$ cat src/rtl/dcache_mem_ctrl_if.sv
// +-----------------------------------------------------------------------+
// | dcache_mem_ctrl_if : MEM-stage <-> data-cache controller signal bundle |
// | Rev 1.0                                                                |
// +-----------------------------------------------------------------------+
`default_nettype none

interface dcache_mem_ctrl_if #(
   parameter int CNT_W = 16
);
   logic             load_in;
   logic             store_in;
   logic [31:0]      addr_in;
   logic             cache_hit;
   logic             mem_ready;
   logic             mem_rd_req;
   logic             mem_wr_req;
   logic [31:0]      mem_addr;
   logic             cache_fill;
   logic             cache_we;
   logic             stall;
   logic [CNT_W-1:0] hit_count;
   logic [CNT_W-1:0] miss_count;

   // Pipeline / memory side
   modport master (
      output load_in, store_in, addr_in, cache_hit, mem_ready,
      input  mem_rd_req, mem_wr_req, mem_addr, cache_fill, cache_we, stall,
      input  hit_count, miss_count
   );

   // Controller side
   modport slave (
      input  load_in, store_in, addr_in, cache_hit, mem_ready,
      output mem_rd_req, mem_wr_req, mem_addr, cache_fill, cache_we, stall,
      output hit_count, miss_count
   );
endinterface

`default_nettype wire

$ cat src/rtl/dcache_mem_ctrl.sv
// +-----------------------------------------------------------------------+
// | dcache_mem_ctrl : write-through, no-allocate D-cache memory controller |
// | Rev 1.0                                                                |
// +-----------------------------------------------------------------------+
`default_nettype none

module dcache_mem_ctrl #(
   parameter int OFFSET_W = 2,
   parameter int CNT_W    = 16
) (
   input  logic             clk,
   input  logic             rst,
   dcache_mem_ctrl_if.slave bus
);

   typedef enum logic [1:0] {
      IDLE      = 2'd0,
      READ_MISS = 2'd1,
      FILL      = 2'd2,
      WRITE     = 2'd3
   } state_t;

   localparam logic [CNT_W-1:0] CNT_MAX = '1;
   localparam logic [CNT_W-1:0] CNT_ONE = {{(CNT_W-1){1'b0}}, 1'b1};

   state_t           state;
   state_t           state_nxt;
   logic             retry;
   logic             hit_inc;
   logic             miss_inc;
   logic             rd_req;
   logic             wr_req;
   logic             fill;
   logic             we;
   logic             stall;
   logic [CNT_W-1:0] hit_cnt;
   logic [CNT_W-1:0] miss_cnt;

   always_ff @(posedge clk or posedge rst) begin
      if (rst) begin
         state <= IDLE;
         retry <= 1'b0;
      end else begin
         state <= state_nxt;
         // retry marks the re-issued load after a fill so it is not counted twice
         if (state == FILL) begin
            retry <= 1'b1;
         end else if (state == IDLE) begin
            retry <= 1'b0;
         end
      end
   end

   always_comb begin
      state_nxt = state;
      rd_req    = 1'b0;
      wr_req    = 1'b0;
      fill      = 1'b0;
      we        = 1'b0;
      stall     = 1'b0;
      hit_inc   = 1'b0;
      miss_inc  = 1'b0;
      case (state)
         IDLE: begin
            if (bus.load_in) begin
               if (bus.cache_hit) begin
                  hit_inc = !retry;
               end else begin
                  stall     = 1'b1;
                  miss_inc  = 1'b1;
                  state_nxt = READ_MISS;
               end
            end else if (bus.store_in) begin
               stall     = 1'b1;
               state_nxt = WRITE;
            end
         end
         READ_MISS: begin
            rd_req = 1'b1;
            stall  = 1'b1;
            if (bus.mem_ready) begin
               state_nxt = FILL;
            end
         end
         FILL: begin
            fill      = 1'b1;
            stall     = 1'b1;
            state_nxt = IDLE;
         end
         WRITE: begin
            wr_req = 1'b1;
            stall  = !bus.mem_ready;
            we     = bus.mem_ready && bus.cache_hit;
            if (bus.mem_ready) begin
               state_nxt = IDLE;
            end
         end
         default: begin
            state_nxt = IDLE;
         end
      endcase
      // Outputs drop the moment reset asserts, not at the next edge
      if (rst) begin
         rd_req   = 1'b0;
         wr_req   = 1'b0;
         fill     = 1'b0;
         we       = 1'b0;
         stall    = 1'b0;
         hit_inc  = 1'b0;
         miss_inc = 1'b0;
      end
   end

   always_ff @(posedge clk or posedge rst) begin
      if (rst) begin
         hit_cnt  <= '0;
         miss_cnt <= '0;
      end else begin
         if (hit_inc && (hit_cnt != CNT_MAX)) begin
            hit_cnt <= hit_cnt + CNT_ONE;
         end
         if (miss_inc && (miss_cnt != CNT_MAX)) begin
            miss_cnt <= miss_cnt + CNT_ONE;
         end
      end
   end

   // Stores go out word-addressed; fills fetch the whole aligned block
   assign bus.mem_addr   = (bus.store_in && !bus.load_in) ? bus.addr_in
                         : {bus.addr_in[31:OFFSET_W], {OFFSET_W{1'b0}}};
   assign bus.mem_rd_req = rd_req;
   assign bus.mem_wr_req = wr_req;
   assign bus.cache_fill = fill;
   assign bus.cache_we   = we;
   assign bus.stall      = stall;
   assign bus.hit_count  = hit_cnt;
   assign bus.miss_count = miss_cnt;

endmodule

`default_nettype wire

$ cat src/flat_wrapper.sv
// flat-port wrapper written by rule: the top's interface ports become plain ports
module dcache_mem_ctrl_flat 
#(
   parameter int OFFSET_W = 2,
   parameter int CNT_W    = 16
)
  (clk, rst, bus_load_in, bus_store_in, bus_addr_in, bus_cache_hit, bus_mem_ready, bus_mem_rd_req, bus_mem_wr_req, bus_mem_addr, bus_cache_fill, bus_cache_we, bus_stall, bus_hit_count, bus_miss_count);
  dcache_mem_ctrl_if #(.CNT_W(CNT_W)) bus_i ();
  input  logic clk;
  input  logic rst;
  input wire logic [$bits(bus_i.load_in)-1:0] bus_load_in;
  input wire logic [$bits(bus_i.store_in)-1:0] bus_store_in;
  input wire logic [$bits(bus_i.addr_in)-1:0] bus_addr_in;
  input wire logic [$bits(bus_i.cache_hit)-1:0] bus_cache_hit;
  input wire logic [$bits(bus_i.mem_ready)-1:0] bus_mem_ready;
  output wire logic [$bits(bus_i.mem_rd_req)-1:0] bus_mem_rd_req;
  output wire logic [$bits(bus_i.mem_wr_req)-1:0] bus_mem_wr_req;
  output wire logic [$bits(bus_i.mem_addr)-1:0] bus_mem_addr;
  output wire logic [$bits(bus_i.cache_fill)-1:0] bus_cache_fill;
  output wire logic [$bits(bus_i.cache_we)-1:0] bus_cache_we;
  output wire logic [$bits(bus_i.stall)-1:0] bus_stall;
  output wire logic [$bits(bus_i.hit_count)-1:0] bus_hit_count;
  output wire logic [$bits(bus_i.miss_count)-1:0] bus_miss_count;
  assign bus_i.load_in = bus_load_in;
  assign bus_i.store_in = bus_store_in;
  assign bus_i.addr_in = bus_addr_in;
  assign bus_i.cache_hit = bus_cache_hit;
  assign bus_i.mem_ready = bus_mem_ready;
  assign bus_mem_rd_req = bus_i.mem_rd_req;
  assign bus_mem_wr_req = bus_i.mem_wr_req;
  assign bus_mem_addr = bus_i.mem_addr;
  assign bus_cache_fill = bus_i.cache_fill;
  assign bus_cache_we = bus_i.cache_we;
  assign bus_stall = bus_i.stall;
  assign bus_hit_count = bus_i.hit_count;
  assign bus_miss_count = bus_i.miss_count;
  dcache_mem_ctrl #(.OFFSET_W(OFFSET_W), .CNT_W(CNT_W)) u_core (.clk(clk), .rst(rst), .bus(bus_i));
endmodule
$ cat config.mk
export PLATFORM = sky130hd
export DESIGN_NAME = dcache_mem_ctrl_flat
export DESIGN_NICKNAME = d
export VERILOG_FILES = /design/src/rtl/dcache_mem_ctrl_if.sv /design/src/rtl/dcache_mem_ctrl.sv /design/src/flat_wrapper.sv
export SDC_FILE = /design/constraint.sdc
export NUM_CORES = 1
export LEC_CHECK = 0
export CELL_PAD_IN_SITES_DETAIL_PLACEMENT = 1
export CELL_PAD_IN_SITES_GLOBAL_PLACEMENT = 1
export CORE_UTILIZATION = 30
export DETAILED_ROUTE_END_ITERATION = 6
export PLACE_DENSITY_LB_ADDON = 0.2
export SLEW_MARGIN = 15
export SYNTH_ARGS = -nofsm -noshare
export SYNTH_HDL_FRONTEND = slang
export SYNTH_SLANG_ARGS = --single-unit
$ cat constraint.sdc
create_clock -name clk -period 3.88 [get_ports clk]
set_input_delay 1.164 -clock clk [delete_from_list [all_inputs] [get_ports clk]]
set_output_delay 1.164 -clock clk [all_outputs]
set_load 0.01 [all_outputs]
==> results of run 1 <==
metal layers:
metal	wire length [microns]	global-route usage, %	vias to the layer above
met3	202	2.76	6
met5	0	0	-
li1	-	-	741
met1	2160	16.4	735
met4	75	5.61	0
met2	1990	19.6	33
flip-flops by register name, summed over array words and instances, names as in the netlist:
name	count
u_core.bus.hit_count	16
u_core.state	2
u_core.bus.miss_count	16
u_core.retry	1
cell usage in the layout, fill, tap and decap left out, drive strengths merged, types with 2 or more instances in the layout:
cell,count
clkdlybuf4s50,45
dfrtp,35
xor2,15
nand3,14
xnor2,12
nand4,12
nor3,10
ha,8
nor4,8
buf,7
nor2,6
inv,5
nand2,5
nor2b,5
clkbuf,5
and3,4
mux2,4
o21ai,3
nor3b,3
and3b,2
mux2i,2
or2,2
a21o,2
clkinv,2
through the flow:
step | worst slack [ns] | instances | util (%) | hold WS (ns)
final | 0.195 | 327 | 38.8 | 0.495
after global routing | 0.139 | 327 | 38.8 | 0.523
after CTS | 0.183 | 327 | 38.8 | 0.503
after detailed placement | -0.0479 | 319 | 37.1 | 0.475
after global placement | -0.0101 | 319 | 37.1 | 0.463
after floorplan | 0.979 | 202 | - | 0.445
area by class of cell:
type,instances,area (sq um)
clock buffers,5,68.8
clock inverters,3,43.8
fillers,793,4210
inverters,5,18.8
multi-input cells,130,1020
flip-flops and latches,35,876
well taps,96,120
repair buffers,53,512
worst min path at each step:
stage | start | end | slack (ns)
finish | u_core.retry | u_core.retry | 0.49
CTS | u_core.retry | u_core.retry | 0.50
detailed placement | u_core.retry | u_core.retry | 0.47
floorplan | u_core.retry | u_core.retry | 0.44
global placement | u_core.retry | u_core.retry | 0.46
global route | u_core.bus.miss_count[7] | u_core.bus.miss_count[7] | 0.52
synthesized netlist by cell type, types with 2 or more instances:
cell     count
nor2_2       2
nor2_1       4
and3b_2      2
nor4_1       5
o21ai_0      3
ha_1         8
nand3_1     14
nor2b_1      5
dfrtp_1     35
xnor2_1     12
nor3b_1      2
and3_1       4
nor3_1       8
xor2_1      15
nand4_1     10
inv_1        5
buf_4       30
mux2_2       2
nor3_2       2
mux2i_1      2
nand2_1      5
mux2_1       2
nor4_4       3
worst max-delay path, delay by kind of cell:
| kind | cells | cell delay [ns] |
|---|---|---|
| and+or+nand+nor | 1 | 0.21 |
| buffers and inverters | 3 | 1.15 |
power by group:
group	switching, mW	internal, mW
Sequential	0.0607	0.411
Combinational	0.154	0.169
Clock	0.143	0.191
cell families (layout without fill, tap and decap cells):
kind of cell | Yosys count | in the layout | synth area share (%)
muxes | 6 | 6 | 3.01
DFF | 35 | 35 | 40.6
AOI/OAI and AO/OA | 10 | 10 | 3.19
adders and majority gates | 8 | 8 | 4.64
buffers and inverters | 37 | 66 | 12.1
xor gates and xnor gates | 27 | 27 | 11.0
and+or+nand+nor | 79 | 79 | 25.6
repair_timing:
item | in CTS | in global routing
setup endpoints to repair | 1 | 0
resized for setup | 1 | 0
setup buffers | 0 | 0
==> metrics.cfg, run 1 <==
[clocking]
cts_tree = done
cts_buffers = 5
clk_pin_slew_ns = 0.08
cts-root-buf = clkbuf_8
cts-hold-fix-buffers = 0
clk_latency_ns = 0.29
cts_max_level = 2
cts_sinks = 35
clockBufferDepth = 2

[yosys]
synth_ff_type = dfrtp_1
ys_warn_count = 0
synth_top_area_share_pct = 40.6
synth-seq-cells = 35
synth_edf_count = 0
seq_area_frac_synth_pct = 40.6
synth_nets = 248
ys_types = 45
synth.avg_cell_area_sq_um = 10.7
synth_top_area_cell = dfrtp_1
ys_async_sr_fraction_pct = 100
synth_cells = 202
synthTopCellsByArea = dfrtp_1, buf_4, xor2_1, xnor2_1, ha_1
synth_area_sq_mm = 0.00216

[global_routing]
grt_usage_pct = 12.5
grt_pass1_vias = 1532
antenna_found_initial = 0
grt_max_degree = 35
grt_pass1_wl_microns = 7350
grt_overflow = 0

[final_layout]
fin_area_sq_mm = 0.00266
diodes = 0
syn_to_final_growth_pct = 23.3
drive_gt1_share_pct = 13.9
nets = 276

[floorplanning]
core_area_sq_mm = 0.00687
rows = 30
die_area_sq_mm = 0.00754
die_h_microns = 86.8
die_w_microns = 86.8
ios = 107
start_util_pct = 31.4

[worst_setup_path]
r2r_slack_ns = 1.79
path_cells = clkdlybuf4s50_1 -> buf_4 -> and3b_2 -> clkdlybuf4s50_1
crit_type = primary input to output pin
endpoint = bus_mem_addr[1]
critical_path.most_common_cell = clkdlybuf4s50_1
ff2ff_path_depth = 6
crit_arrival_ns = 2.52
crit-reg2reg-capture = u_core.bus.hit_count[15]
worstSetupStartpointType = primary input
crit_start = bus_load_in
worstReg2RegStart = u_core.state[1]
cp_slowest_cell = clkdlybuf4s50_1
cp.required_ns = 2.72
end_kind = output pin
crit_path_max_incr_delay_ns = 0.53
cp_max_fo = 4

[place]
placedInstanceArea_sq_mm = 0.00255
place.port_buffers = 46
post-dp-hpwl_microns = 3270
gp_congestion = 0.704

[route]
num_vias = 1515
totalWireLength_microns = 4430
via_per_inst = 4.63
drt_first_pass_iters = 3
routedWlPerCell_microns = 13.5
drc = 0
first_iter_violations = 34
ant_nets = 0

[min_path]
worstHoldPathCells = 1
hp-class = flip-flop to flip-flop

[sta]
rsz0062_at_grt = no
maxSlewViolCount = 0
max_freq_ghz = 0.271
finClkSkew_ns = 0.00703
finalCritPeriodShare_pct = 95.0
fin_tns_setup_ns = 0
setup_viol_count_final = 0
tightest_slew_ns = 0.725
period_minus_slack_ns = 3.69
finalHoldViolations = 0
relSlewSlack_pct = 51.2

[power_and_ir_drop]
ir_worst_vdd_uv = 162
powerDensity_mw_per_mm2 = 424
cellLeakagePower_nw = 1.19
p_total_mw = 1.13

[flow_run]
max_cap_violations = 0

[run_status]
status = finished clean

No activity file was read; power rests on OpenSTA's default activity.
==> inputs of run 2 (changes only) <==
- clock period: 3.88 -> 4.15 ns (I/O delays scaled with it)
==> metrics.cfg, run 2 (synthesized netlist as in run 1, its figures left out) <==
[route]
totalWireLength_microns = 4310  ; was 4430 microns
num_vias = 1513  ; was 1515
ant_nets = 0  ; unchanged
drc = 0  ; unchanged
drt_first_pass_iters = 3  ; unchanged
first_iter_violations = 18  ; was 34
via_per_inst = 4.67  ; was 4.63
routedWlPerCell_microns = 13.3  ; was 13.5 microns

[power_and_ir_drop]
cellLeakagePower_nw = 1.17  ; was 1.19 nW
p_total_uw = 990  ; was 1.13 mW
comb_power_share_pct = 30.3  ; was 28.6%
powerDensity_mw_per_mm2 = 378  ; was 424 mW/mm^2
p_int_uw = 659  ; was 772 uW
ir_worst_vdd_uv = 133  ; was 162 uV
seq_power_share_pct = 44.4  ; was 41.8%
p_clk_share_pct = 25.2  ; was 29.6%
swShare_pct = 33.4  ; was 31.7%
switchingPower_uw = 331  ; was 357 uW

[sta]
tightest_slew_ns = 0.740  ; was 0.725 ns
maxSlewViolCount = 0  ; unchanged
finalCritPeriodShare_pct = 93.7
max_freq_ghz = 0.257
finClkSkew_ns = 0.00646  ; was 0.00703 ns
relSlewSlack_pct = 50.2  ; was 51.2%
finalHoldViolations = 0  ; unchanged
fin_tns_setup_ns = 0  ; unchanged
setup_viol_count_final = 0  ; unchanged
period_minus_slack_ns = 3.89
rsz0062_at_grt = no  ; unchanged

[global_routing]
grt_overflow = 0  ; unchanged
grt_usage_pct = 12.3  ; was 12.5%
grt_max_degree = 36  ; was 35
grt_pass1_wl_microns = 7180  ; was 7350 microns
grt_pass1_vias = 1483  ; was 1532
antenna_found_initial = 0  ; unchanged

[worst_setup_path]
crit_type = primary input to output pin  ; unchanged
crit_path_max_incr_delay_ns = 0.53  ; about the same
cp_max_fo = 7  ; was 4
path_buf_inv = 2  ; was 3
worstSetupStartpointType = primary input  ; unchanged
critical_path.most_common_cell = clkdlybuf4s50_1  ; unchanged
end_kind = output pin  ; unchanged
cp_slowest_cell = clkdlybuf4s50_1  ; unchanged
crit_arrival_ns = 2.65  ; was 2.52 ns
path_cells = clkdlybuf4s50_1 -> nor2b_1 -> and3_1 -> clkdlybuf4s50_1  ; was clkdlybuf4s50_1 -> buf_4 -> and3b_2 -> clkdlybuf4s50_1
cp.required_ns = 2.90  ; was 2.72 ns
cp_top_family = buffers and inverters  ; unchanged

[final_layout]
stdcell_count = 324  ; was 327
final_cell_mix = clkdlybuf4s50_1, dfrtp_1, xor2_1  ; unchanged
nets = 273  ; was 276
drive_gt1_share_pct = 12.7  ; was 13.9%
final_common_cell = clkdlybuf4s50_1  ; unchanged
fin_area_sq_mm = 0.00262  ; was 0.00266 sq mm
diodes = 0  ; unchanged
syn_to_final_growth_pct = 21.3  ; was 23.3%

[clocking]
clk_pin_slew_ns = 0.08  ; about the same
cts-hold-fix-buffers = 0  ; unchanged
cts_max_level = 2  ; unchanged
post_cts_buffers = 0  ; unchanged
cts-root-buf = clkbuf_8  ; unchanged
cts_resized = 0  ; was 1
cts_buffers = 5  ; unchanged
clockBufferDepth = 2  ; unchanged
clk_latency_ns = 0.29  ; about the same
cts_sinks = 35  ; unchanged
cts_tree = done  ; unchanged

[run_status]
status = finished clean  ; unchanged

[floorplanning]
core_area_sq_mm = 0.00687  ; unchanged
die_area_sq_mm = 0.00754  ; unchanged
rows = 30  ; unchanged
ios = 107  ; unchanged
die_w_microns = 86.8  ; unchanged
die_h_microns = 86.8  ; unchanged
start_util_pct = 31.4  ; unchanged

[flow_run]
max_cap_violations = 0  ; unchanged

[place]
placedInstanceArea_sq_mm = 0.00253  ; was 0.00255 sq mm
place_inst = 316  ; was 319
post-dp-hpwl_microns = 3210  ; was 3270 microns
place.port_buffers = 46  ; unchanged
gp_congestion = 0.693  ; was 0.704

[min_path]
hp-class = flip-flop to flip-flop  ; unchanged

==> run 2: changes by cell type in the layout (fill, tap and decap cells not counted), sizes merged <==
cell / before / now
dlymetal6s2s: 0 / 1
buf: 7 / 4
clkinvlp: 0 / 2
clkinv: 2 / 1
dlygate4sd2: 1 / 0
bufinv: 1 / 0
==> run 2: worst reg2reg max path, delay by kind of cell (launching register included) <==
kind / cells / cell delay (ns)
buffers and inverters: 1 / 0.14
DFF: 1 / 0.43
adders and majority gates: 1 / 0.21
and+or+nand+nor: 3 / 0.89
muxes: 1 / 0.32
==> run 2: per-layer routing <==
metal | vias up | part of all wire [%] | global-route usage, %
met1 | 740 | 50 | 17.2
met4 | 0 | 1.8 | 5.61
li1 | 734 | - | -
met5 | - | 0 | 0
met2 | 33 | 43 | 17.7
met3 | 6 | 5.2 | 3.05
==> run 2: area by class of cell <==
type | instances | area, sq um
clock buffer | 5 | 68.8
clock inverter | 3 | 20.0
fill | 781 | 4250
inverter | 5 | 18.8
multi-input combinational | 130 | 1020
sequential | 35 | 876
tap | 96 | 120
timing repair buffer | 50 | 493
==> run 2: per-stage QoR <==
stage / utilization, % / hold WS, ns / setup slack, ns
detailed placement: 36.8 / 0.465 / 0.0587
global placement: 36.8 / 0.456 / 0.0793
floorplan: - / 0.445 / 1.09
CTS: 38.1 / 0.483 / 0.0379
global route: 38.1 / 0.503 / 0.154
finish: 38.1 / 0.475 / 0.260
==> run 2: power groups by stage <==
stage                     registers, mW  clock network, mW  logic [mW]
after CTS                         0.442              0.264       0.309
final                             0.440              0.250       0.300
after detailed placement          0.448                  0       0.306
after global placement            0.448                  0       0.305
after global routing              0.450              0.276       0.342
after floorplan                   0.450                  0       0.195
==> run 2: final timing paths <==
kind,start,end,slack (ns),depth (start not counted)
setup / recovery,rst,bus_cache_we,0.26,4
hold / removal,u_core.retry,u_core.retry,0.48,1
setup reg to reg,u_core.state[0],u_core.bus.hit_count[15],2.06,6
hold reg to reg,u_core.retry,u_core.retry,0.48,1
max in group asynchronous,rst,u_core.bus.hit_count[11],2.30,3
min in group asynchronous,rst,u_core.bus.miss_count[1],1.53,3
==> inputs of run 3 (changes only) <==
- CTS_BUF_LIST: not set -> sky130_fd_sc_hd__clkbuf_8 sky130_fd_sc_hd__clkbuf_16
==> results of run 3 <==
No change in the layout: final DEF, timing and power equal those of run 2.
